File: src/rtl/mem_arbiter_pkg.sv
// mem_arbiter_pkg: shared master IDs, bus widths and request field struct
package mem_arbiter_pkg;
  localparam int ADDR_W = 32;
  localparam int XLEN = 32;
  typedef enum logic [1:0] {
    MST_CPU  = 2'd0,
    MST_DMA  = 2'd1,
    MST_NONE = 2'd2
  } mst_e;
  typedef struct packed {
    logic              we;
    logic [ADDR_W-1:0] addr;
    logic [XLEN-1:0]   wdata;
    logic [3:0]        wstrb;
  } req_t;
endpackage

File: src/rtl/mem_arbiter_if.sv
// mem_arbiter_if: one master's request/grant/read-response bundle
interface mem_arbiter_if;
  logic                                req;
  logic                                we;
  logic [mem_arbiter_pkg::ADDR_W-1:0]  addr;
  logic [mem_arbiter_pkg::XLEN-1:0]    wdata;
  logic [3:0]                          wstrb;
  logic                                gnt;
  logic                                rvalid;
  logic [mem_arbiter_pkg::XLEN-1:0]    rdata;
  modport master(output req, we, addr, wdata, wstrb, input gnt, rvalid, rdata);
  modport slave(input req, we, addr, wdata, wstrb, output gnt, rvalid, rdata);
endinterface

File: src/rtl/mem_arbiter_rd_owner_pipe.sv
// mem_arbiter_rd_owner_pipe: RD_LAT-deep shift register of read owner IDs
module mem_arbiter_rd_owner_pipe import mem_arbiter_pkg::*; #(
  parameter int RD_LAT = 1
) (
  input  logic clk,
  input  logic clr,
  input  mst_e in_id,
  output mst_e out_id
);
  mst_e pipe [RD_LAT];
  always_ff @(posedge clk) begin
    if (clr) begin
      for (int i = 0; i < RD_LAT; i++) pipe[i] <= MST_NONE;
    end else begin
      pipe[0] <= in_id;
      for (int i = 1; i < RD_LAT; i++) pipe[i] <= pipe[i-1];
    end
  end
  assign out_id = pipe[RD_LAT-1];
endmodule

File: src/rtl/mem_arbiter.sv
// mem_arbiter: CPU/DMA to unified RAM arbiter with starvation guard and read routing
module mem_arbiter import mem_arbiter_pkg::*; #(
  parameter int RD_LAT       = 1,
  parameter int STARVE_LIMIT = 4,
  parameter int CPU_PRIO     = 1
) (
  input  logic              clk,
  input  logic              rst_n,
  mem_arbiter_if.slave      m0,
  mem_arbiter_if.slave      m1,
  output logic              mem_req,
  output logic              mem_we,
  output logic [ADDR_W-1:0] mem_addr,
  output logic [XLEN-1:0]   mem_wdata,
  output logic [3:0]        mem_wstrb,
  input  logic [XLEN-1:0]   mem_rdata,
  output logic [31:0]       conflict_cnt
);
  logic       r0, r1, g0, g1, at_limit;
  logic [7:0] starve_cnt;
  mst_e       last_grant, rd_in, rd_out;
  req_t       f0, f1, sel;
  // requests are masked during reset so every output reads 0 while rst_n is low
  assign r0 = rst_n & m0.req;
  assign r1 = rst_n & m1.req;
  assign f0 = {m0.we, m0.addr, m0.wdata, m0.wstrb};
  assign f1 = {m1.we, m1.addr, m1.wdata, m1.wstrb};
  assign at_limit = starve_cnt == 8'(STARVE_LIMIT);
  always_comb begin
    g1 = r1 & (!r0 | (CPU_PRIO != 0 ? at_limit : last_grant == MST_CPU));
    g0 = r0 & !g1;
    sel = g1 ? f1 : g0 ? f0 : '0;
    rd_in = ((g0 | g1) && !sel.we) ? (g1 ? MST_DMA : MST_CPU) : MST_NONE;
  end
  assign m0.gnt = g0;
  assign m1.gnt = g1;
  assign mem_req = g0 | g1;
  assign {mem_we, mem_addr, mem_wdata, mem_wstrb} = sel;
  mem_arbiter_rd_owner_pipe #(.RD_LAT(RD_LAT)) u_rd_pipe (
    .clk   (clk),
    .clr   (!rst_n),
    .in_id (rd_in),
    .out_id(rd_out)
  );
  assign m0.rvalid = rst_n && rd_out == MST_CPU;
  assign m1.rvalid = rst_n && rd_out == MST_DMA;
  assign m0.rdata = m0.rvalid ? mem_rdata : '0;
  assign m1.rdata = m1.rvalid ? mem_rdata : '0;
  always_ff @(posedge clk) begin
    if (!rst_n) begin
      starve_cnt   <= '0;
      last_grant   <= MST_CPU;
      conflict_cnt <= '0;
    end else begin
      starve_cnt <= (!r1 || g1) ? '0 : at_limit ? starve_cnt : starve_cnt + 8'd1;
      if (g0 | g1) last_grant <= g1 ? MST_DMA : MST_CPU;
      if (m0.req && m1.req) conflict_cnt <= conflict_cnt + 32'd1;
    end
  end
endmodule

File: src/flat_wrapper.sv
// flat-port wrapper written by rule: the top's interface ports become plain ports
module mem_arbiter_flat import mem_arbiter_pkg::*;
#(
  parameter int RD_LAT       = 1,
  parameter int STARVE_LIMIT = 4,
  parameter int CPU_PRIO     = 1
)
  (clk, rst_n, mem_req, mem_we, mem_addr, mem_wdata, mem_wstrb, mem_rdata, conflict_cnt, m0_req, m0_we, m0_addr, m0_wdata, m0_wstrb, m0_gnt, m0_rvalid, m0_rdata, m1_req, m1_we, m1_addr, m1_wdata, m1_wstrb, m1_gnt, m1_rvalid, m1_rdata);
  mem_arbiter_if m0_i ();
  mem_arbiter_if m1_i ();
  input  logic clk;
  input  logic rst_n;
  output logic mem_req;
  output logic mem_we;
  output logic [ADDR_W-1:0] mem_addr;
  output logic [XLEN-1:0] mem_wdata;
  output logic [3:0] mem_wstrb;
  input  logic [XLEN-1:0] mem_rdata;
  output logic [31:0] conflict_cnt;
  input wire logic [$bits(m0_i.req)-1:0] m0_req;
  input wire logic [$bits(m0_i.we)-1:0] m0_we;
  input wire logic [$bits(m0_i.addr)-1:0] m0_addr;
  input wire logic [$bits(m0_i.wdata)-1:0] m0_wdata;
  input wire logic [$bits(m0_i.wstrb)-1:0] m0_wstrb;
  output wire logic [$bits(m0_i.gnt)-1:0] m0_gnt;
  output wire logic [$bits(m0_i.rvalid)-1:0] m0_rvalid;
  output wire logic [$bits(m0_i.rdata)-1:0] m0_rdata;
  input wire logic [$bits(m1_i.req)-1:0] m1_req;
  input wire logic [$bits(m1_i.we)-1:0] m1_we;
  input wire logic [$bits(m1_i.addr)-1:0] m1_addr;
  input wire logic [$bits(m1_i.wdata)-1:0] m1_wdata;
  input wire logic [$bits(m1_i.wstrb)-1:0] m1_wstrb;
  output wire logic [$bits(m1_i.gnt)-1:0] m1_gnt;
  output wire logic [$bits(m1_i.rvalid)-1:0] m1_rvalid;
  output wire logic [$bits(m1_i.rdata)-1:0] m1_rdata;
  assign m0_i.req = m0_req;
  assign m0_i.we = m0_we;
  assign m0_i.addr = m0_addr;
  assign m0_i.wdata = m0_wdata;
  assign m0_i.wstrb = m0_wstrb;
  assign m0_gnt = m0_i.gnt;
  assign m0_rvalid = m0_i.rvalid;
  assign m0_rdata = m0_i.rdata;
  assign m1_i.req = m1_req;
  assign m1_i.we = m1_we;
  assign m1_i.addr = m1_addr;
  assign m1_i.wdata = m1_wdata;
  assign m1_i.wstrb = m1_wstrb;
  assign m1_gnt = m1_i.gnt;
  assign m1_rvalid = m1_i.rvalid;
  assign m1_rdata = m1_i.rdata;
  mem_arbiter #(.RD_LAT(RD_LAT), .STARVE_LIMIT(STARVE_LIMIT), .CPU_PRIO(CPU_PRIO)) u_core (.clk(clk), .rst_n(rst_n), .m0(m0_i), .m1(m1_i), .mem_req(mem_req), .mem_we(mem_we), .mem_addr(mem_addr), .mem_wdata(mem_wdata), .mem_wstrb(mem_wstrb), .mem_rdata(mem_rdata), .conflict_cnt(conflict_cnt));
endmodule
File: config.mk
export PLATFORM = sky130hd
export DESIGN_NAME = mem_arbiter_flat
export DESIGN_NICKNAME = d
export VERILOG_FILES = /design/src/rtl/mem_arbiter_pkg.sv /design/src/rtl/mem_arbiter_if.sv /design/src/rtl/mem_arbiter_rd_owner_pipe.sv /design/src/rtl/mem_arbiter.sv /design/src/flat_wrapper.sv
export SDC_FILE = /design/constraint.sdc
export NUM_CORES = 1
export LEC_CHECK = 0
export CAP_MARGIN = 10
export CORE_AREA = 4 4 131 133
export DETAILED_ROUTE_END_ITERATION = 10
export DIE_AREA = 0 0 135 137
export PLACE_DENSITY_LB_ADDON = 0.12
export SLEW_MARGIN = 20
export SYNTH_ARGS = -nofsm -noshare
export SYNTH_HDL_FRONTEND = slang
export SYNTH_HIERARCHICAL = 1
export SYNTH_SLANG_ARGS = --single-unit
File: constraint.sdc
create_clock -name clk -period 2.4 [get_ports clk]
set_input_delay 0.6 -clock clk [delete_from_list [all_inputs] [get_ports clk]]
set_output_delay 0.6 -clock clk [all_outputs]
set_load 0.005 [all_outputs]
==> results.toml, run 1 <==
[logic_synthesis]
yosys_warnings = 6
ys_ff_latch = 42
syn-num-nets = 560
ys_types = 41
syn_area_um2 = 3100
synthTopCellsByArea = "dfxtp_1, a22o_1, and2_1"
synth_area_leader_cell = "dfxtp_1"
yosys-top-cells-count = "a22o_1, and2_1, dfxtp_1"
yosysMostFrequentCell = "a22o_1"
async_flop_share_pct = 0
synth_flop_cell = "dfxtp_1"
synth_area_per_cell_um2 = 8.08
synth_cells = 383
post-synth-top-area-fraction_pct = 27.2
synth-seq-area-share_pct = 27.2
synth_edf_count = 0

[clock_network]
clk_latency_ps = 280
cts_max_level = 2
root_buffer = "clkbuf_16"
cts_buffers = 5
clk_pin_slew_worst_paths_ps = 60
clockBufferDepth = 2
cts_sinks = 42
cts_tree = "built"

[drt]
ant_nets = 0
routedWlPerCell_um = 22.0
viasPerCell = 4.66
wl_um = 22200
drc = 0
drt-initial-drc-count = 254
vias = 4696
dr.pass1.iters = 5

[finish]
fillers = 1540
regArea_um2 = 843
area_growth_pct = 152
nNetsFinal = 966
layout-drive-gt1-share_pct = 28.0
multi_input_area_um2 = 2250

[sta]
drv_slew = 0
worst_pin_slew_ps = 399
setup_viol = 71
slew_headroom_pct = 73.0
tns_ps = -15620
fin_skew_ps = 4.76
hold-worst-slack_ps = 493
setup_ws_ps = -288
period_share_pct = 112
hold_viol = 0
rsz0062_at_grt = "true"
period_needed_ps = 2690
fmax_mhz = 372

[setup_path]
crit_path_start_kind = "register"
worstSetupEndpointType = "output pin"
crit_required_ps = 1800
critical_path_class = "register to output pin"
crit_fanout = 6
worstPathArrival_ps = 2090

[placement]
place.gp.congestion = 0.885
preCtsSetupSlack_ps = -831
io_buffers = 343
dp_hpwl_um = 17700

[grt]
grt_busiest_layer = "met2"
grt_pass1_vias = 4627
grt_pass1_wl_um = 30000
use_met2_pct = 35.7
overflow = 0
gr-usage-met3_pct = 7.65
use_met1_pct = 28.7
grt_usage_pct = 22.0
grt_max_degree = 36
antenna_found_initial = 3

[die]
placement_rows = 46
initial_core_util_pct = 19.6
fp.dieW_um = 135
core_area_um2 = 15800
die_area_um2 = 18500
boundaryPins = 344
die_height_um = 137

[outcome]
violations = "negative setup slack"
status = "complete, but fails checks"

[flow_run]
max_cap_violations = 0

[power]
finalPower_uw = 2210
irDropWorstVdd_mv = 0.230
p_leak_uw = 0.00350
p_per_area_nw_per_um2 = 283

[min_path]
hold_path.class = "register to register"
power by group:
group          total (uW)  switching (uW)  internal (uW)  leakage [uW]
Clock                 697             285            412     0.0000729
Sequential            706            4.85            701      0.000340
Combinational         802             278            525       0.00308
Total                2210             567           1640       0.00350
final cells by class:
cell class	count	area share, %
timing repair buffer	431	54.4
sequential	42	10.8
multi-input combinational	302	28.9
inverter	7	0.401
tap	216	3.47
antenna	2	0.0642
clock buffer	6	1.78
clock inverter	2	0.160
metal layers:
layer  share of wire, %  vias to the layer above
li1                   -                     2253
met1                 42                     2192
met3                 10                       11
met2                 47                      238
met5              0.058                        -
met4               0.71                        2
final timing paths:
path / startpoint / end / slack (ps) / cells after the start
setup / recovery: u_core/starve_cnt[1]$_SDFFE_PP0N_ / mem_addr[26] / -290 / 10
hold / removal: u_core/conflict_cnt[31]$_SDFFE_PN0P_ / u_core/conflict_cnt[31]$_SDFFE_PN0P_ / 490 / 2
setup reg to reg: u_core/starve_cnt[1]$_SDFFE_PP0N_ / u_core/u_rd_pipe/pipe[0][1]$_SDFF_PP1_ / 340 / 10
hold reg to reg: u_core/conflict_cnt[31]$_SDFFE_PN0P_ / u_core/conflict_cnt[31]$_SDFFE_PN0P_ / 490 / 2
through the flow:
step	instance area, um2	std cells	utilization [%]
after global routing	7800	1008	49.3
after floorplan	3100	383	-
after CTS	7640	999	48.3
after global placement	7120	952	45.0
final	7800	1008	49.3
after detailed placement	7120	952	45.0
critical path, stage by stage (launching register included):
cell and delay (ps):
dfxtp_2 330, inv_2 40, ha_4 150, and4bb_2 250, buf_6 130, a31oi_4 220
buf_6 160, buf_12 130, buf_8 110, a22o_1 130, buf_2 140
flip-flops by register name (all words and copies together), names as in the netlist:
| signal | count |
|---|---|
| u_core/conflict_cnt | 32 |
| u_core/starve_cnt | 8 |
| u_core/u_rd_pipe/pipe | 2 |
logic make-up (layout without fill, tap and decap cells):
logic type,Yosys count,after routing,share of synthesized area (%)
xor gates and xnor gates,18,18,5.09
buffers and inverters,39,446,5.78
other,0,2,0
and+or+nand+nor,168,168,32.6
AOI/OAI and AO/OA,113,113,28.1
DFF,42,42,27.2
adders and majority gates,3,3,1.21
repair_timing:
item,4_1_cts,5_1_grt
cloned,9,3
setup buffers,31,10
hold buffers,0,0
setup endpoints to repair,145,86
pin swaps,47,23
resized for setup,512,25
cells in the final DEF (no fill, tap or decap), types with 2 or more instances in the layout:
cell,Yosys,final
buf_8,0,3
nor3_4,0,2
inv_2,1,2
and2_1,64,63
clkbuf_16,0,8
nand2_2,0,2
a22o_1,68,58
diode_2,0,2
clkdlybuf4s50_1,0,202
nor2_1,22,22
ha_1,3,2
a22o_4,0,10
xnor2_1,5,5
o21ai_0,9,9
buf_2,8,66
nand3_1,16,16
dlygate4sd2_1,0,48
inv_1,6,4
nand2_1,12,9
nand4_1,10,10
or4_1,10,10
dfxtp_2,0,2
and3_1,5,5
o31ai_1,10,10
or3_1,9,9
and4_1,7,7
buf_4,4,37
dfxtp_1,42,40
xor2_1,13,13
buf_6,1,48
a21oi_1,20,20
buf_16,0,5
buf_12,0,18
No activity file was read; power rests on OpenSTA's default activity.
==> run 2, diff against run 1 <==
--- a/config.mk
+++ b/config.mk
@@ -12,2 +12,4 @@
 export PLACE_DENSITY_LB_ADDON = 0.12
+export REMOVE_ABC_BUFFERS = 1
+export SKIP_LAST_GASP = 1
 export SLEW_MARGIN = 20
--- a/constraint.sdc
+++ b/constraint.sdc
@@ -3,2 +3,2 @@
 set_output_delay 0.6 -clock clk [all_outputs]
-set_load 0.005 [all_outputs]
+set_load 0.01 [all_outputs]
==> results.toml, run 2 (synthesis results as in run 1) <==
[outcome]
status = "complete, but fails checks"
violations = "negative setup slack"

[sta]
rsz0062_at_grt = "true"
period_share_pct = 110
drv_slew = 0
hold_viol = 0
setup_viol = 70
slew_headroom_pct = 74.8
period_needed_ps = 2650
fin_skew_ps = 6.12
setup_ws_ps = -250
worst_pin_slew_ps = 372
fmax_mhz = 377

[finish]
area_growth_pct = 161
post-route-util_pct = 51.1
reg_top3 = "u_core/conflict_cnt (32), u_core/starve_cnt (8), u_core/u_rd_pipe/pipe (2)"
largest_reg_flops = 32
top_register = "u_core/conflict_cnt"
final_area_um2 = 8090
regArea_um2 = 845
layout-drive-gt1-share_pct = 35.7
final_cell_mix = "clkdlybuf4s50_1, buf_6, buf_2"
instances_no_fill = 1009
nNetsFinal = 969
mostFrequentLayoutCell = "clkdlybuf4s50_1"
num_antenna_cells = 0
multi_input_area_um2 = 2400
fillers = 1496

[clock_network]
clk_pin_slew_worst_paths_ps = 60
cts_buffers = 5
root_buffer = "clkbuf_16"
clk_latency_ps = 280
clockBufferDepth = 2
cts_tree = "built"
cts_max_level = 2
cts_sinks = 42
holdBufCountCts = 0

[setup_path]
worstPathArrival_ps = 2050
worstRegToRegCells = 10
worstSetupEndpointType = "output pin"
path_cells = "inv_2 > ha_4 > and4bb_2 > nand2_2 > a21oi_4 > buf_6 > buf_12 > a22o_4 > clkdlybuf4s15_1"
timing.rr.end = "u_core/u_rd_pipe/pipe[0][1]$_SDFF_PP1_"
cp_top_family = "buffers and inverters"
rrSetupSlack_ps = 330
crit_path_start_kind = "register"
crit_required_ps = 1800
crit_buf_inv = 4
crit_fanout = 7
rr_startpoint = "u_core/starve_cnt[0]$_SDFFE_PP0N_"
cpPeakStageDelay_ps = 320
slowest_stage = "dfxtp_2"
critical_path_class = "register to output pin"

[placement]
dp_hpwl_um = 19100
dp_cells = 951
preCtsSetupSlack_ps = -890
place.gp.congestion = 0.858
io_buffers = 343
dpl_cell_area_um2 = 7050

[power]
p_int_uw = 1920
switching_share_pct = 25.3
seqPwrFrac_pct = 27.5
p_leak_uw = 0.00355
irDropWorstVdd_mv = 0.296
p_per_area_nw_per_um2 = 317
comb_power_share_pct = 37.0
switching_power_uw = 650
pwr-share-clk_pct = 35.6

[min_path]
hold_path.class = "register to register"
min_path_cells = 2
hold_end = "u_core/conflict_cnt[31]$_SDFFE_PN0P_"
worstHoldStart = "u_core/conflict_cnt[31]$_SDFFE_PN0P_"

[die]
boundaryPins = 344
die_height_um = 137
core_area_um2 = 15800
initial_core_util_pct = 19.6
die_area_um2 = 18500
fp.dieW_um = 135
placement_rows = 46

[grt]
grt_usage_pct = 25.0
grt_pass1_vias = 4720
overflow = 0
antenna_found_initial = 1
grt_pass1_wl_um = 33500
grt_max_degree = 19

[drt]
wl_um = 24300
ant_nets = 0
dr.pass1.iters = 5
routedWlPerCell_um = 24.0
topRoutingLayerUsed = "met5"
viasPerCell = 4.68
wl_met2_um = 11100
vias = 4719
drt-initial-drc-count = 304
drc = 0
drt-met1-wl_um = 9770
met3_length_um = 2860

[flow_run]
max_cap_violations = 0
-- run 2: cell types whose count changed in the layout (fill, tap and decap cells not counted), moves of 2 or more --
cell | before | now
buf_16 | 5 | 10
clkdlybuf4s15_2 | 0 | 5
buf_4 | 37 | 43
buf_2 | 66 | 72
buf_12 | 18 | 15
buf_6 | 48 | 77
dlygate4sd2_1 | 48 | 5
clkbuf_16 | 8 | 6
diode_2 | 2 | 0
a22o_1 | 58 | 40
a22o_4 | 10 | 28
bufinv_16 | 0 | 2
-- run 2: layer usage --
metal	vias up	track usage [%]
met1	2202	31.2
met3	20	9.45
li1	2246	-
met5	-	0
met4	2	5.21
met2	249	41.4
-- run 2: repair_timing --
action	CTS	global route
gates resized for setup	678	48
gates cloned	14	1
endpoints found under the setup margin	138	136
pin swaps	48	25
buffers inserted	31	7
-- run 2: cell type report --
cell class              count  area share, %
repair buffers            434           53.7
multi-input cells         302           29.7
flip-flops and latches     42           10.4
well taps                 216           3.34
clock buffers               6           1.72
clock inverters             2          0.742
inverters                   7          0.356
-- run 2: worst max path at each step --
stage / slack (ps) / endpoint / from / cells after the start
after floorplan: -2410 / mem_addr[0] / u_core/starve_cnt[0]$_SDFFE_PP0N_ / 5
after global placement: -880 / mem_wdata[27] / m1_req / 6
after detailed placement: -890 / mem_wdata[27] / m0_req / 6
after CTS: -260 / mem_wdata[27] / u_core/starve_cnt[0]$_SDFFE_PP0N_ / 9
after global routing: -300 / mem_addr[4] / u_core/starve_cnt[0]$_SDFFE_PP0N_ / 10
final: -250 / mem_wdata[13] / u_core/starve_cnt[0]$_SDFFE_PP0N_ / 9
-- run 2: power by group through the flow --
stage / combinational [uW] / sequential (uW) / clock (uW)
floorplan: 172 / 721 / 0
detailed placement: 770 / 721 / 0
global route: 991 / 706 / 948
global placement: 764 / 720 / 0
finish: 949 / 706 / 913
CTS: 919 / 706 / 922
-- run 2: metrics by stage --
step	hold slack [ps]	power [uW]	TNS, ps
after floorplan	449	893	-209210
final	491	2570	-12090
after CTS	492	2550	-14720
after global placement	464	1480	-95350
after global routing	501	2640	-15690
after detailed placement	480	1490	-95500
-- run 2: worst reg2reg max path, stage by stage (launching register included) --
cell	delay, ps
dfxtp_2	330
inv_2	50
ha_4	150
and4bb_2	250
nand2_2	100
a21oi_4	70
buf_12	150
buf_12	140
buf_4	130
a2111o_1	390
or2_1	200
